[src/rtl/mips_pkg.sv]
// mips_pkg: shared memory-access encodings, LSU state enum and alignment helper
package mips_pkg;

    typedef enum logic [1:0] {
        SZ_BYTE = 2'b00,
        SZ_HALF = 2'b01,
        SZ_WORD = 2'b10
    } mem_size_e;

    typedef enum logic [1:0] {
        IDLE = 2'b00,
        REQ  = 2'b01,
        DONE = 2'b10
    } lsu_state_e;

    // Half needs addr[0]=0, word (and the 11 encoding) needs addr[1:0]=0
    function automatic logic misaligned(input logic [1:0] size, input logic [1:0] a);
        return (size == SZ_BYTE) ? 1'b0 : (size == SZ_HALF) ? a[0] : (a != 2'b00);
    endfunction

endpackage

[src/rtl/lsu_align.sv]
// lsu_align: byte-enable generation, store-lane replication and load-lane extraction
module lsu_align
    import mips_pkg::*;
(
    input  logic [1:0]  st_addr,
    input  logic [1:0]  st_size,
    input  logic [31:0] st_data,
    output logic [3:0]  st_be,
    output logic [31:0] st_lanes,
    input  logic [1:0]  ld_addr,
    input  logic [1:0]  ld_size,
    input  logic        ld_signed,
    input  logic [31:0] ld_rdata,
    output logic [31:0] ld_data
);

    logic [31:0] shifted;

    // Steer stores onto lanes and pull the addressed load lane down to bit 0
    always_comb begin
        st_be    = (st_size == SZ_BYTE) ? 4'b0001 << st_addr :
                   (st_size == SZ_HALF) ? 4'b0011 << st_addr : 4'b1111;
        st_lanes = (st_size == SZ_BYTE) ? {4{st_data[7:0]}} :
                   (st_size == SZ_HALF) ? {2{st_data[15:0]}} : st_data;
        shifted  = ld_rdata >> {ld_addr, 3'b000};
        ld_data  = (ld_size == SZ_BYTE) ? {{24{ld_signed & shifted[7]}}, shifted[7:0]} :
                   (ld_size == SZ_HALF) ? {{16{ld_signed & shifted[15]}}, shifted[15:0]} : ld_rdata;
    end

endmodule

[src/rtl/load_store_unit.sv]
// load_store_unit: multi-cycle req/ack load/store unit; LSU_TIMEOUT_EN adds a bus timeout
module load_store_unit
    import mips_pkg::*;
#(
    parameter int DATA_WIDTH     = 32,
    parameter int TIMEOUT_CYCLES = 255
) (
    input  logic                  CLK,
    input  logic                  RST,
    input  logic [DATA_WIDTH-1:0] ALUResult,
    input  logic [DATA_WIDTH-1:0] WriteData,
    input  logic                  MemRead,
    input  logic                  MemWrite,
    input  logic [1:0]            MemSize,
    input  logic                  MemSigned,
    output logic [DATA_WIDTH-1:0] ReadData,
    output logic                  Stall,
    output logic                  AddrErr,
    output logic                  BusFault,
    output logic                  BusReq,
    output logic                  BusWe,
    output logic [DATA_WIDTH-1:0] BusAddr,
    output logic [3:0]            BusBe,
    output logic [DATA_WIDTH-1:0] BusWData,
    input  logic [DATA_WIDTH-1:0] BusRData,
    input  logic                  BusAck
);

    lsu_state_e            state_q, state_d;
    logic [DATA_WIDTH-1:0] addr_q, addr_d, wdata_q, wdata_d, rdata_q, rdata_d;
    logic [1:0]            size_q, size_d;
    logic [3:0]            be_q, be_d;
    logic                  sgn_q, sgn_d, we_q, we_d, addr_err_q, addr_err_d;
    logic                  req, mis;
    logic [3:0]            st_be;
    logic [31:0]           st_lanes, ld_data;

`ifdef LSU_TIMEOUT_EN
    localparam int CNT_W = (TIMEOUT_CYCLES > 255) ? $clog2(TIMEOUT_CYCLES + 1) : 8;
    logic [CNT_W-1:0] cnt_q, cnt_d;
    logic             bus_fault_q, bus_fault_d;
`else
    logic             unused_timeout;
    assign unused_timeout = (TIMEOUT_CYCLES != 0);
`endif

    assign req = MemRead | MemWrite;
    assign mis = misaligned(MemSize, ALUResult[1:0]);

    lsu_align u_align (
        .st_addr   (ALUResult[1:0]),
        .st_size   (MemSize),
        .st_data   (WriteData),
        .st_be     (st_be),
        .st_lanes  (st_lanes),
        .ld_addr   (addr_q[1:0]),
        .ld_size   (size_q),
        .ld_signed (sgn_q),
        .ld_rdata  (BusRData),
        .ld_data   (ld_data)
    );

    // Next-state: latch the request in IDLE, wait for ack (or timeout) in REQ, retire in DONE
    always_comb begin
        state_d    = state_q;
        addr_d     = addr_q;
        size_d     = size_q;
        sgn_d      = sgn_q;
        we_d       = we_q;
        be_d       = be_q;
        wdata_d    = wdata_q;
        rdata_d    = rdata_q;
        addr_err_d = 1'b0;
`ifdef LSU_TIMEOUT_EN
        cnt_d       = cnt_q;
        bus_fault_d = 1'b0;
`endif
        case (state_q)
            IDLE: if (req) begin
                addr_d     = ALUResult;
                size_d     = MemSize;
                sgn_d      = MemSigned;
                we_d       = MemWrite;
                be_d       = st_be;
                wdata_d    = st_lanes;
                addr_err_d = mis;
                rdata_d    = (mis && !MemWrite) ? '0 : rdata_q;
                state_d    = mis ? DONE : REQ;
`ifdef LSU_TIMEOUT_EN
                cnt_d      = '0;
`endif
            end
            REQ: if (BusAck) begin
                rdata_d = we_q ? rdata_q : ld_data;
                state_d = DONE;
            end
`ifdef LSU_TIMEOUT_EN
            else begin
                cnt_d = cnt_q + 1'b1;
                if (cnt_d == CNT_W'(TIMEOUT_CYCLES)) begin
                    bus_fault_d = 1'b1;
                    rdata_d     = we_q ? rdata_q : '0;
                    state_d     = DONE;
                end
            end
`endif
            default: state_d = IDLE;
        endcase
    end

    // State and latched access registers; reset abandons any bus transaction
    always_ff @(posedge CLK or negedge RST) begin
        if (!RST) begin
            state_q    <= IDLE;
            addr_q     <= '0;
            size_q     <= '0;
            sgn_q      <= 1'b0;
            we_q       <= 1'b0;
            be_q       <= '0;
            wdata_q    <= '0;
            rdata_q    <= '0;
            addr_err_q <= 1'b0;
        end else begin
            state_q    <= state_d;
            addr_q     <= addr_d;
            size_q     <= size_d;
            sgn_q      <= sgn_d;
            we_q       <= we_d;
            be_q       <= be_d;
            wdata_q    <= wdata_d;
            rdata_q    <= rdata_d;
            addr_err_q <= addr_err_d;
        end
    end

`ifdef LSU_TIMEOUT_EN
    // Wait counter and fault pulse
    always_ff @(posedge CLK or negedge RST) begin
        if (!RST) begin
            cnt_q       <= '0;
            bus_fault_q <= 1'b0;
        end else begin
            cnt_q       <= cnt_d;
            bus_fault_q <= bus_fault_d;
        end
    end
    assign BusFault = bus_fault_q;
`else
    assign BusFault = 1'b0;
`endif

    assign Stall    = (state_q == REQ) | ((state_q == IDLE) & req);
    assign BusReq   = (state_q == REQ);
    assign BusWe    = we_q;
    assign BusAddr  = {addr_q[DATA_WIDTH-1:2], 2'b00};
    assign BusBe    = be_q;
    assign BusWData = wdata_q;
    assign ReadData = rdata_q;
    assign AddrErr  = addr_err_q;

endmodule
[config.mk]
export PLATFORM = sky130hd
export DESIGN_NAME = load_store_unit
export DESIGN_NICKNAME = d
export VERILOG_FILES = /design/src/rtl/mips_pkg.sv /design/src/rtl/lsu_align.sv /design/src/rtl/load_store_unit.sv
export SDC_FILE = /design/constraint.sdc
export NUM_CORES = 1
export LEC_CHECK = 0
export BUFFER_PORTS_ARGS = -buffer_cell sky130_fd_sc_hd__buf_2
export CAP_MARGIN = 10
export CORE_MARGIN = 3
export CORE_UTILIZATION = 49
export DETAILED_ROUTE_END_ITERATION = 10
export PLACE_DENSITY = 0.78
export SYNTH_ARGS = -nofsm -noshare
export SYNTH_HDL_FRONTEND = slang
export SYNTH_SLANG_ARGS = --single-unit
[constraint.sdc]
create_clock -name CLK -period 2.2 [get_ports CLK]
set_input_delay 0.22 -clock CLK [delete_from_list [all_inputs] [get_ports CLK]]
set_output_delay 0.22 -clock CLK [all_outputs]
set_load 0.01 [all_outputs]
==> key figures <==
Status
  • Status: finished, final reports clean

Synthesis
  • Async SR Flop Fraction: 1.00
  • Largest cells by area after synthesis: dfrtp_1, nand2_1, mux2i_1
  • Unique masters post-synth: 48
  • Post-synth top area share: 0.515
  • Ys flop type: dfrtp_1
  • Post-synth top area cell: dfrtp_1
  • List of most frequent post-synthesis cells: nand2_1, dfrtp_1, mux2i_1
  • Cell Area, Synth: 5200 µm²
  • Post-synthesis average cell area: 9.71 µm²
  • Syn Inst Count: 535
  • Most common cell in the netlist: nand2_1
  • Post-synth EDFFs: 0
  • Synth warn: 0
  • Synth Register Bits: 107
  • Seq/Total Area, Yosys: 0.515

Critical path
  • CP top delay family: flip-flops
  • R2R cell count: 3
  • Setup crit end kind: flip-flop
  • Worst EP required: 2.45 ns
  • Kind of critical path: flip-flop to flip-flop
  • Crit path cell chain: mux4_2 -> nor3b_2 -> a211o_1
  • Worst Path Max Fanout: 17
  • Critical path's slowest cell: dfrtp_1
  • Buf/Inv on CP: 0
  • Reg-to-Reg End: ReadData[10]
  • Slowest stage delay, CP: 0.66 ns
  • Arrival time at the worst endpoint: 2.16 ns
  • R2r setup slk: 0.30 ns
  • Worst setup SP type: flip-flop
  • Reg2reg start: addr_q[0]

Clock network
  • H-Tree Depth: 3
  • CTS tree: yes
  • Clock slew at reported path FFs: 0.10 ns
  • CTS root buf: clkbuf_8
  • Clock buffer depth: 2
  • CTS Buf Count: 9
  • Clk_lat worst skew: 0.36 ns
  • Clock sink total: 107
  • Setup repair bufs after CTS: 0

Timing
  • Least-Margin Pin Slew: 0.733 ns
  • Setup Viol. Count Final: 0
  • Setup Skew: 0.00613 ns
  • Fin. Hold Viols: 0
  • Fin crit period: 1.90 ns
  • Final Cycle Share: 0.865
  • Max-slew headroom: 0.512
  • RSZ-0062 raised after global routing: false
  • Worst hold slack: 0.0374 ns
  • Max-slew violation count: 0
  • F_max: 526 MHz
  • Setup TNS: 0 ns

Layout
  • Fill cells: 879
  • Non-Filler Instances: 838
  • Multi-input logic area: 2120 µm²
  • Sequential cell area: 2680 µm²
  • Final nets: 808
  • Diode count: 0
  • Share of cells above drive strength 1: 0.352
  • Synth-to-layout area growth: 22.1%

Die
  • # IOs: 209
  • Die Height: 109 µm
  • Core area: 10,000 µm²
  • Initial Util: 0.517
  • Width of the chip: 109 µm
  • Die ar.: 11,900 µm²
  • Rows: 36

Placed design
  • DP HPWL: 10,400 µm
  • Post-Place Cells: 821
  • I/O Buffers: 205
  • GPL Wtd Cong: 0.920

Routing
  • Routed wl met3: 1200 µm
  • Met1 wire length: 5730 µm
  • Routed wl met2: 6570 µm
  • Routed vias: 4,451
  • DR WL/cell: 16.4 µm
  • Residual DRC count: 0
  • First DRT Iteration DRCs: 247
  • Wirelength, routed: 13,800 µm
  • Top Metal Used: met4
  • Vias per Instance: 5.31
  • Antenna-violating nets left: 0
  • Drt pass-1 iters: 4

GRT
  • Vias in the first global route: 4,439
  • Tot GR Track Use: 0.234
  • First-pass GRT wire length: 22,100 µm
  • Largest net degree at the start of global routing: 55
  • Remaining Overflow, GRT: 0
  • Initial antenna violation count: 0

Power and ir drop
  • Pwr/cell area: 1340 nW/µm²
  • Lkg Pwr: 3.48 nW
  • Max IR drop VDD: 0.758 mV

Worst hold path
  • Worst hold-check path type: input pin to flip-flop
  • Worst Hold End: addr_q[8]
  • Hold path depth: 3
  • Min-Delay Startpoint: ALUResult[8]

Flow run
  • Max-Cap Viols: 0
[worst max path at each step]
stage / from / endpoint / slack (ns) / cells past startpoint
2_1_floorplan: size_q[0] / ReadData[21] / 0.51 / 6
3_3_place_gp: addr_q[0] / ReadData[12] / 0.39 / 3
3_5_place_dp: addr_q[0] / ReadData[10] / 0.31 / 3
4_1_cts: addr_q[0] / ReadData[10] / 0.28 / 3
5_1_grt: addr_q[0] / ReadData[10] / 0.22 / 3
6_report: addr_q[0] / ReadData[10] / 0.30 / 3
[registers in the layout, indices dropped and copies added, names as in the netlist]
| register | count |
|---|---|
| BusWData | 32 |
| ReadData | 32 |
| addr_q | 32 |
| BusBe | 4 |
| size_q | 2 |
| state_q | 2 |
| AddrErr | 1 |
| BusWe | 1 |
| sgn_q | 1 |
[stage by stage]
stage | setup slack, ns | total power, W | utilization | area (µm²)
after floorplan | 0.511 | 0.00609 | - | 5200
after detailed placement | 0.312 | 0.00732 | 0.610 | 6130
after CTS | 0.281 | 0.00860 | 0.632 | 6350
after global placement | 0.386 | 0.00718 | 0.610 | 6130
after global routing | 0.223 | 0.00919 | 0.632 | 6350
final | 0.298 | 0.00852 | 0.632 | 6350
[cells in the final DEF, fill, tap and decap left out, types with 3 or more instances in the layout]
cell type  count
mux2_1         3
nor3_1         4
ha_1           4
dfrtp_1      107
mux2_2         3
conb_1         3
nand2_1      156
a2bb2oi_1      4
clkbuf_8      10
o2bb2ai_1      4
nor3b_1        3
o21ai_1        8
a221o_1       16
buf_4         12
mux2i_1       35
nor2b_1        7
o221ai_1       3
a21oi_1       12
nand2b_1       3
nor2_1        19
a211oi_1       7
a211o_1        7
o22ai_1        4
clkinv_4       4
buf_2        204
o21ai_0       25
inv_1          8
[worst register-to-register path, cell delays in order, from the launching register on]
cell,delay (ns)
dfrtp_1,0.66
mux4_2,0.61
nor3b_2,0.23
a211o_1,0.29
[what timing repair did]
item | in CTS | in global routing
hold buffers | 1 | 0
endpoints found under the hold margin | 52 | 0
resized for setup | 0 | 0
[metal layers]
metal / track usage / vias up
li1: - / 2115
met3: 0.0639 / 23
met1: 0.296 / 2128
met5: 0 / -
met2: 0.388 / 185
met4: 0.0775 / 0
[power by group]
part | internal, W | leakage (nW) | switching [W]
logic | 0.00160 | 2.02 | 0.00217
clock network | 0.000570 | 0.107 | 0.000695
registers | 0.00288 | 1.35 | 0.000603
total | 0.00505 | 3.48 | 0.00347
[cells by family (layout without fill, tap and decap cells)]
kind of cell    count (synthesis)  in the layout  share of synthesized area
other cells                     1              3                   0.000722
buf+inv                        75            243                     0.0826
compound gates                102            102                      0.139
mux                            43             43                     0.0891
flops                         107            107                      0.515
simple gates                  203            203                      0.164
fa+ha+maj                       4              4                    0.00963
[cell type report]
| class | instances | area share |
|---|---|---|
| clock buffers | 10 | 0.0217 |
| clock inverters | 6 | 0.0116 |
| inverters | 9 | 0.00532 |
| multi-input cells | 355 | 0.334 |
| flip-flops and latches | 107 | 0.422 |
| well taps | 133 | 0.0262 |
| repair buffers | 218 | 0.180 |
(Power assumes the default switching activity.)
